**config.mk**
```make
export PLATFORM = sky130hd
export DESIGN_NAME = wb_select_seq
export DESIGN_NICKNAME = d
export VERILOG_FILES = /design/src/rtl/wb_pkg.sv /design/src/rtl/phase_ctr.sv /design/src/rtl/wb_select_seq.sv
export SDC_FILE = /design/constraint.sdc
export NUM_CORES = 1
export LEC_CHECK = 0
export ABC_AREA = 1
export BUFFER_PORTS_ARGS = -buffer_cell sky130_fd_sc_hd__clkbuf_2
export CORE_MARGIN = 3
export CORE_UTILIZATION = 40
export CTS_BUF_LIST = sky130_fd_sc_hd__clkbuf_8 sky130_fd_sc_hd__clkbuf_16
export CTS_CLUSTER_SIZE = 30
export DETAILED_ROUTE_END_ITERATION = 8
export GPL_ROUTABILITY_DRIVEN = 0
export PLACE_DENSITY = 0.68
export REMOVE_ABC_BUFFERS = 1
export SETUP_SLACK_MARGIN = 0.5
export SYNTH_ARGS = -nofsm -noshare
export SYNTH_HDL_FRONTEND = slang
export SYNTH_SLANG_ARGS = --single-unit
```
**constraint.sdc**
```tcl
create_clock -name i_clk -period 1.3 [get_ports i_clk]
set_clock_uncertainty 0.1 [all_clocks]
set_input_delay 0.195 -clock i_clk [delete_from_list [all_inputs] [get_ports i_clk]]
set_output_delay 0.195 -clock i_clk [all_outputs]
set_load 0.01 [all_outputs]
```
**src/rtl/wb_pkg.sv**
```systemverilog
// rtl/wb_pkg.sv - shared write-back datapath widths and default sequencing constants
package wb_pkg;

  localparam int WB_WIDTH      = 32;
  localparam int WB_NSRC       = 4;
  localparam int WB_SELW       = 2;
  localparam int WB_PERIOD     = 10;
  localparam int WB_FIRE_PHASE = 5;
  localparam int WB_PHASE_W    = 4;

  // Index width able to address the base of every selectable source, in range or not.
  function automatic int base_idx_w(input int selw, input int width);
    return $clog2((2 ** selw) * width);
  endfunction

endpackage

```
**src/rtl/phase_ctr.sv**
```systemverilog
// rtl/phase_ctr.sv - modulo-PERIOD phase counter with stall, synchronous clear and fire decode
module phase_ctr
  import wb_pkg::*;
#(
  parameter int PERIOD     = WB_PERIOD,
  parameter int FIRE_PHASE = WB_FIRE_PHASE
) (
  input  logic                  i_clk,
  input  logic                  i_rst_n,
  input  logic                  i_enable,
  input  logic                  i_sync_clear,
  output logic [WB_PHASE_W-1:0] o_phase,
  output logic                  o_fire
);

  logic [WB_PHASE_W-1:0] r_phase;
  logic                  w_wrap;

  assign w_wrap = (r_phase == WB_PHASE_W'(PERIOD - 1));
  // Clear outranks fire, so a cleared edge never produces an output update.
  assign o_fire = i_enable && !i_sync_clear && (r_phase == WB_PHASE_W'(FIRE_PHASE));
  assign o_phase = r_phase;

  always_ff @(posedge i_clk or negedge i_rst_n) begin
    if (!i_rst_n) begin
      r_phase <= '0;
    end else if (i_sync_clear) begin
      r_phase <= '0;
    end else if (i_enable) begin
      r_phase <= w_wrap ? '0 : r_phase + 1'b1;
    end
  end

endmodule

```
**src/rtl/wb_select_seq.sv**
```systemverilog
// rtl/wb_select_seq.sv - phase-sequenced write-back source select with registered output
module wb_select_seq
  import wb_pkg::*;
#(
  parameter int WIDTH      = WB_WIDTH,
  parameter int NSRC       = WB_NSRC,
  parameter int SELW       = WB_SELW,
  parameter int PERIOD     = WB_PERIOD,
  parameter int FIRE_PHASE = WB_FIRE_PHASE
) (
  input  logic                  i_clk,
  input  logic                  i_rst_n,
  input  logic                  i_enable,
  input  logic                  i_sync_clear,
  input  logic [SELW-1:0]       i_sel,
  input  logic [NSRC*WIDTH-1:0] i_src_data,
  output logic [WIDTH-1:0]      o_out_data,
  output logic                  o_out_valid,
  output logic [WB_PHASE_W-1:0] o_phase,
  output logic                  o_sel_err
);

  localparam int IDXW = base_idx_w(SELW, WIDTH);

  logic [NSRC*WIDTH-1:0] r_src;
  logic [SELW-1:0]       r_sel;
  logic [WIDTH-1:0]      r_data;
  logic                  r_valid;
  logic                  r_sel_err;

  logic                  w_fire;
  logic                  w_sel_ok;
  logic [IDXW-1:0]       w_base;
  logic [WIDTH-1:0]      w_sel_data;

  phase_ctr #(
    .PERIOD     (PERIOD),
    .FIRE_PHASE (FIRE_PHASE)
  ) u_phase_ctr (
    .i_clk        (i_clk),
    .i_rst_n      (i_rst_n),
    .i_enable     (i_enable),
    .i_sync_clear (i_sync_clear),
    .o_phase      (o_phase),
    .o_fire       (w_fire)
  );

  // Selection works on the captured copy, so the fired value is the one from the prior edge.
  assign w_sel_ok   = (32'(r_sel) < NSRC);
  assign w_base     = IDXW'(r_sel) * IDXW'(WIDTH);
  assign w_sel_data = w_sel_ok ? r_src[w_base +: WIDTH] : '0;

  always_ff @(posedge i_clk or negedge i_rst_n) begin
    if (!i_rst_n) begin
      r_src     <= '0;
      r_sel     <= '0;
      r_data    <= '0;
      r_valid   <= 1'b0;
      r_sel_err <= 1'b0;
    end else begin
      r_src   <= i_src_data;
      r_sel   <= i_sel;
      r_valid <= w_fire;
      if (w_fire) begin
        r_data <= w_sel_data;
        if (!w_sel_ok) begin
          r_sel_err <= 1'b1;
        end
      end
    end
  end

  assign o_out_data  = r_data;
  assign o_out_valid = r_valid;
  assign o_sel_err   = r_sel_err;

endmodule
```
After elaboration in Yosys (flattened, before gate mapping) --
Index checks and enable logic that the tools add are counted.
Cells by class: eq/ne operators 2, shift-type cells 1, mux-type cells 3, reductions and logical operators 4, add/subtract/negate cells 1
Operators with widths (count):
- $shiftx 128x8->32 | 1
- $mux 4 | 3
- $add 4x1->4 const B | 1
- $eq 4x3->1 const B | 1
- $eq 4x4->1 const B | 1
- $logic_and 1x1->1 | 2
- $reduce_bool 2->1 | 1
- $logic_not 1->1 | 1
Word-level totals: bits of input ports 134, output and inout bits 38, register bits after elaboration 167

Longest topological paths before layout --
depth in word-level cells 4, mapped depth 8, depth with buffers taken out 7

By module --
Synthesis repeated with hierarchy kept, for this count alone.
Unflattened totals: cell total of the unflattened synthesis 677, area, all modules 6293.5 µm²
Modules (own cells, without submodules):
- wb_select_seq | cells each 643, sequential area each 4078.9 µm², area each 6063.3 µm², times used 1
- phase_ctr | cells each 34, sequential area each 100.1 µm², area each 230.2 µm², times used 1

Worst setup path before layout --
OpenSTA, ideal clock, no wires.
kind register to register, from register u_phase_ctr.r_phase[0] (netlist: u_phase_ctr.o_phase[0]), to register r_data[1] (netlist: o_out_data[1]), path buffers 2, stages on the path, launching flop included 8, library setup time 116 ps, required time 1084 ps, arrival time 1073 ps, path slack 11 ps, cell sequence dfrtp_1 -> buf_4 -> inv_2 -> nor2_4 -> nand3_2 -> buf_2 -> nand2_1 -> nand2_1
On the way: cells in the longest elaborated chain, start to end 2
RTL lines:
- from (decl) | line phase_ctr.sv:16 | logic [WB_PHASE_W-1:0] r_phase;
- from (signal assigned) | line phase_ctr.sv:30 | r_phase <= w_wrap ? '0 : r_phase + 1'b1;
- $eq 4x3->1 | line phase_ctr.sv:21 | assign o_fire = i_enable && !i_sync_clear && (r_phase == WB_PHASE_W'(FIRE_PHASE));
- $logic_and 1x1->1 | line phase_ctr.sv:21
- to (signal assigned) | line wb_select_seq.sv:65 | r_data <= w_sel_data;
- to (decl) | line wb_select_seq.sv:27 | logic [WIDTH-1:0] r_data;
Every way passes these cells. A chain may end at the register's enable or synchronous reset.

Final worst setup path --
from register u_phase_ctr.r_phase[1] (netlist: u_phase_ctr.o_phase[1]), to register r_data[12] (netlist: o_out_data[12])
The elaborated chain is that of the path after synthesis.

==> results by group <==
Route
  • Starting DRT DRC Count: 223
  • DRC Markers: 0
  • Post-DR vias/cell: 4.378
  • Average wire per standard cell: 14.76 microns
  • WL final: 18380 microns
  • Antenna viol nets, final: 0
  • TritonRoute pass-1 iters: 4
  • Vias post-DR: 5450

Timing
  • Final setup margin: -0.06022 ns
  • Final period util: 1.046
  • Final min period: 1.360 ns
  • Peak Freq: 735.2 MHz
  • Final Hold Vio Count: 168
  • RSZ-0062 raised after global routing: true
  • Worst Hold Slack: -0.4408 ns
  • Max Slew Vio Count: 0
  • # setup viols final: 36

Global route
  • First-pass GRT wire length: 27410 microns
  • GRT Total Usage: 0.2125
  • Vias in the first global route: 5639
  • Initial antenna violation count: 0
  • Gr ovfl total: 0
  • Largest net degree at the start of global routing: 41

Clocking
  • Reg clk slew, reported paths: 0.07 ns
  • CTS tree: yes
  • Hold Buf Count CTS: 130
  • # H-tree levels: 4
  • Clock Tree Buf Depth: 2
  • Clk sinks: 167
  • Clk_lat worst skew: 0.43 ns
  • Number of buffers created by CTS: 17
  • Root Buffer: clkbuf_16

Floorplanning
  • I/O Pins: 172
  • Initial Util: 0.4100
  • Total core area: 0.01526 sq mm
  • Die height: 131.1 microns
  • Num rows: 45
  • DIE AREA: 0.01718 sq mm
  • Die Span X: 131.1 microns

Synthesis
  • Mean area per synthesized cell: 9.241 sq um
  • Adder-Cell Fraction of Synth Area: 0
  • Seq/Total Area, Yosys: 0.6680
  • Count leader, synth: nand2_1
  • Synth Cell Area: 0.006256 sq mm
  • Yosys top cell area share: 0.6680
  • Post-synth top area cell: dfrtp_1
  • Post-synthesis simple-gate area fraction: 0.2208
  • Flops & latches, synth: 167
  • Commonest cells post-synth: 269 x nand2_1, 167 x dfrtp_1, 131 x inv_1
  • YS warnings: 0
  • Async SR Flop Fraction: 1.000
  • Most used flip-flop cell after synthesis: dfrtp_1
  • Post-Synth XOR/XNOR Area: 0.001400
  • Largest family of logic cells by synthesized area: simple AND/OR/NAND/NOR gates
  • Mapped Cells: 677
  • Area contributors post-synth: dfrtp_1 67%, nand2_1 16%, inv_1 7.9%, nand3_1 5.3%, buf_2 1.3%
  • Count of cell types in the netlist: 19
  • Multiplexer share of the synthesized area: 0
  • Synth Area in Compound Gates: 0.002400
  • Number of synthesized flops with an enable pin: 0

Power and ir drop
  • Power Density: 1208 mW/mm^2
  • Leak pwr: 0.005629 uW
  • Worst vdd ir: 0.9691 mV
  • Total Power: 12140 uW

Setup path
  • Setup crit end kind: flip-flop
  • CP startpoint kind: flip-flop
  • Worst reg2reg path depth: 7
  • Crit path DAT: 1.62 ns
  • Crit Path Class: reg2reg
  • Required @ worst endpoint: 1.56 ns
  • Reg2Reg Capture Point: o_out_data[12]
  • Slowest stage delay, CP: 0.40 ns
  • Critical path's slowest cell: dfrtp_1
  • Reg2reg start: u_phase_ctr.o_phase[1]
  • Critical path, cell by cell: buf_6 > nor2_4 > nand3_4 > clkinv_8 > clkbuf_16 > nand2_2 > nand2_1
  • Critical path fanouts, max: 7
  • FF-to-FF setup slack: -0.06 ns

Cells and area
  • Final instance area: 0.01005 sq mm
  • Area growth, synth to finish: 60.64%
  • Nets: 1155
  • Finished Layout Cells: 1245
  • Layout cells sized above 1: 0.2856

Flow run
  • Max capacitance violation total: 0

Place
  • Post-Place Cells: 1054
  • Hpwl dp: 9575 microns
  • IO buf count: 170
  • Placed cell area: 0.007553 sq mm

Status
  • Failing checks: hold timing, setup timing
  • Run status: finished, violations left

Worst hold path
  • Hold crit path type: in2async
-- cells in the final DEF (no fill, tap or decap), types with 2 or more instances in the layout --
cell type	instances
buf_12	12
buf_2	17
buf_4	26
buf_6	25
buf_8	4
bufinv_16	2
clkbuf_16	20
clkbuf_2	134
clkbuf_8	3
clkinv_4	3
clkinvlp_4	3
dfrtp_1	166
dlygate4sd3_1	130
inv_1	131
inv_2	3
inv_6	4
nand2_1	241
nand2_2	24
nand2_4	4
nand3_1	64
nand3_4	2
nor2_1	2
o21ai_2	2
-- logic make-up (layout without fill, tap and decap cells) --
kind of cell,after synthesis,count (layout)
AO/OA/AOI/OAI,3,3
other,1,2
XOR/XNOR,1,1
AND/OR/NAND/NOR,341,341
buffers and inverters,164,520
flip-flops,167,167
-- report_power, final --
group          leakage, uW  total, uW  switching [uW]  internal (uW)
logic              0.00332       1490             703            792
registers          0.00203       5560             102           5460
clock network     0.000283       5080            2140           2950
-- through the flow --
| step | util | setup TNS (ns) | setup slack [ns] |
|---|---|---|---|
| detailed placement | 0.4950 | 0 | 0.03187 |
| global placement | 0.4950 | 0 | 0.06408 |
| finish | 0.6586 | -1.403 | -0.06022 |
| CTS | 0.6350 | -1.021 | -0.08220 |
| floorplan | - | -38.37 | -1.192 |
| global route | 0.6585 | -3.515 | -0.1186 |
-- state kept, by name (all words and copies together), names as in the netlist --
| signal | cells |
|---|---|
| r_src | 128 |
| o_out_data | 32 |
| u_phase_ctr.o_phase | 4 |
| r_sel | 2 |
| o_out_valid | 1 |
-- worst max path at each step --
stage                                       from              to  slack (ns)  cells after the start
after floorplan                         r_sel[0]  o_out_data[30]       -1.19                      6
after global placement                  r_sel[0]   o_out_data[0]        0.06                      7
after detailed placement                r_sel[0]  o_out_data[23]        0.03                      7
after CTS                 u_phase_ctr.o_phase[0]      o_phase[0]       -0.08                      2
after global routing      u_phase_ctr.o_phase[1]  o_out_data[12]       -0.12                      7
final                     u_phase_ctr.o_phase[1]  o_out_data[12]       -0.06                      7
-- worst max-delay path, delay by kind of cell (launching register included) --
kind	cells	cell delay, ns
buffers and inverters	3	0.42
flip-flops	1	0.40
AND/OR/NAND/NOR	4	0.37
-- layout make-up --
type,count,area (sq um)
multi-input combinational,346,1531
inverter,136,528.0
fill,1129,5209
timing repair buffer,353,2950
tap,211,264.0
antenna,1,2.502
clock inverter,12,140.1
sequential,167,4180
clock buffer,19,452.9
-- per-layer routing --
| metal | wire length [microns] | global-route usage | share of wire |
|---|---|---|---|
| met5 | 0 | 0 | 0 |
| met3 | 925 | 0.06240 | 0.050 |
| met2 | 9806 | 0.3746 | 0.53 |
| met4 | 557 | 0.09740 | 0.030 |
| met1 | 7088 | 0.2367 | 0.39 |
-- repair_timing --
| action | 4_1_cts | 5_1_grt |
|---|---|---|
| gates resized for setup | 15 | 100 |
| hold endpoints to repair | 301 | 168 |
| gates cloned | 1 | 3 |
| setup endpoints to repair | 74 | 74 |
| pin swaps | 1 | 21 |
| buffers inserted | 20 | 5 |
Note: power is estimated with default switching activity, not from simulation.
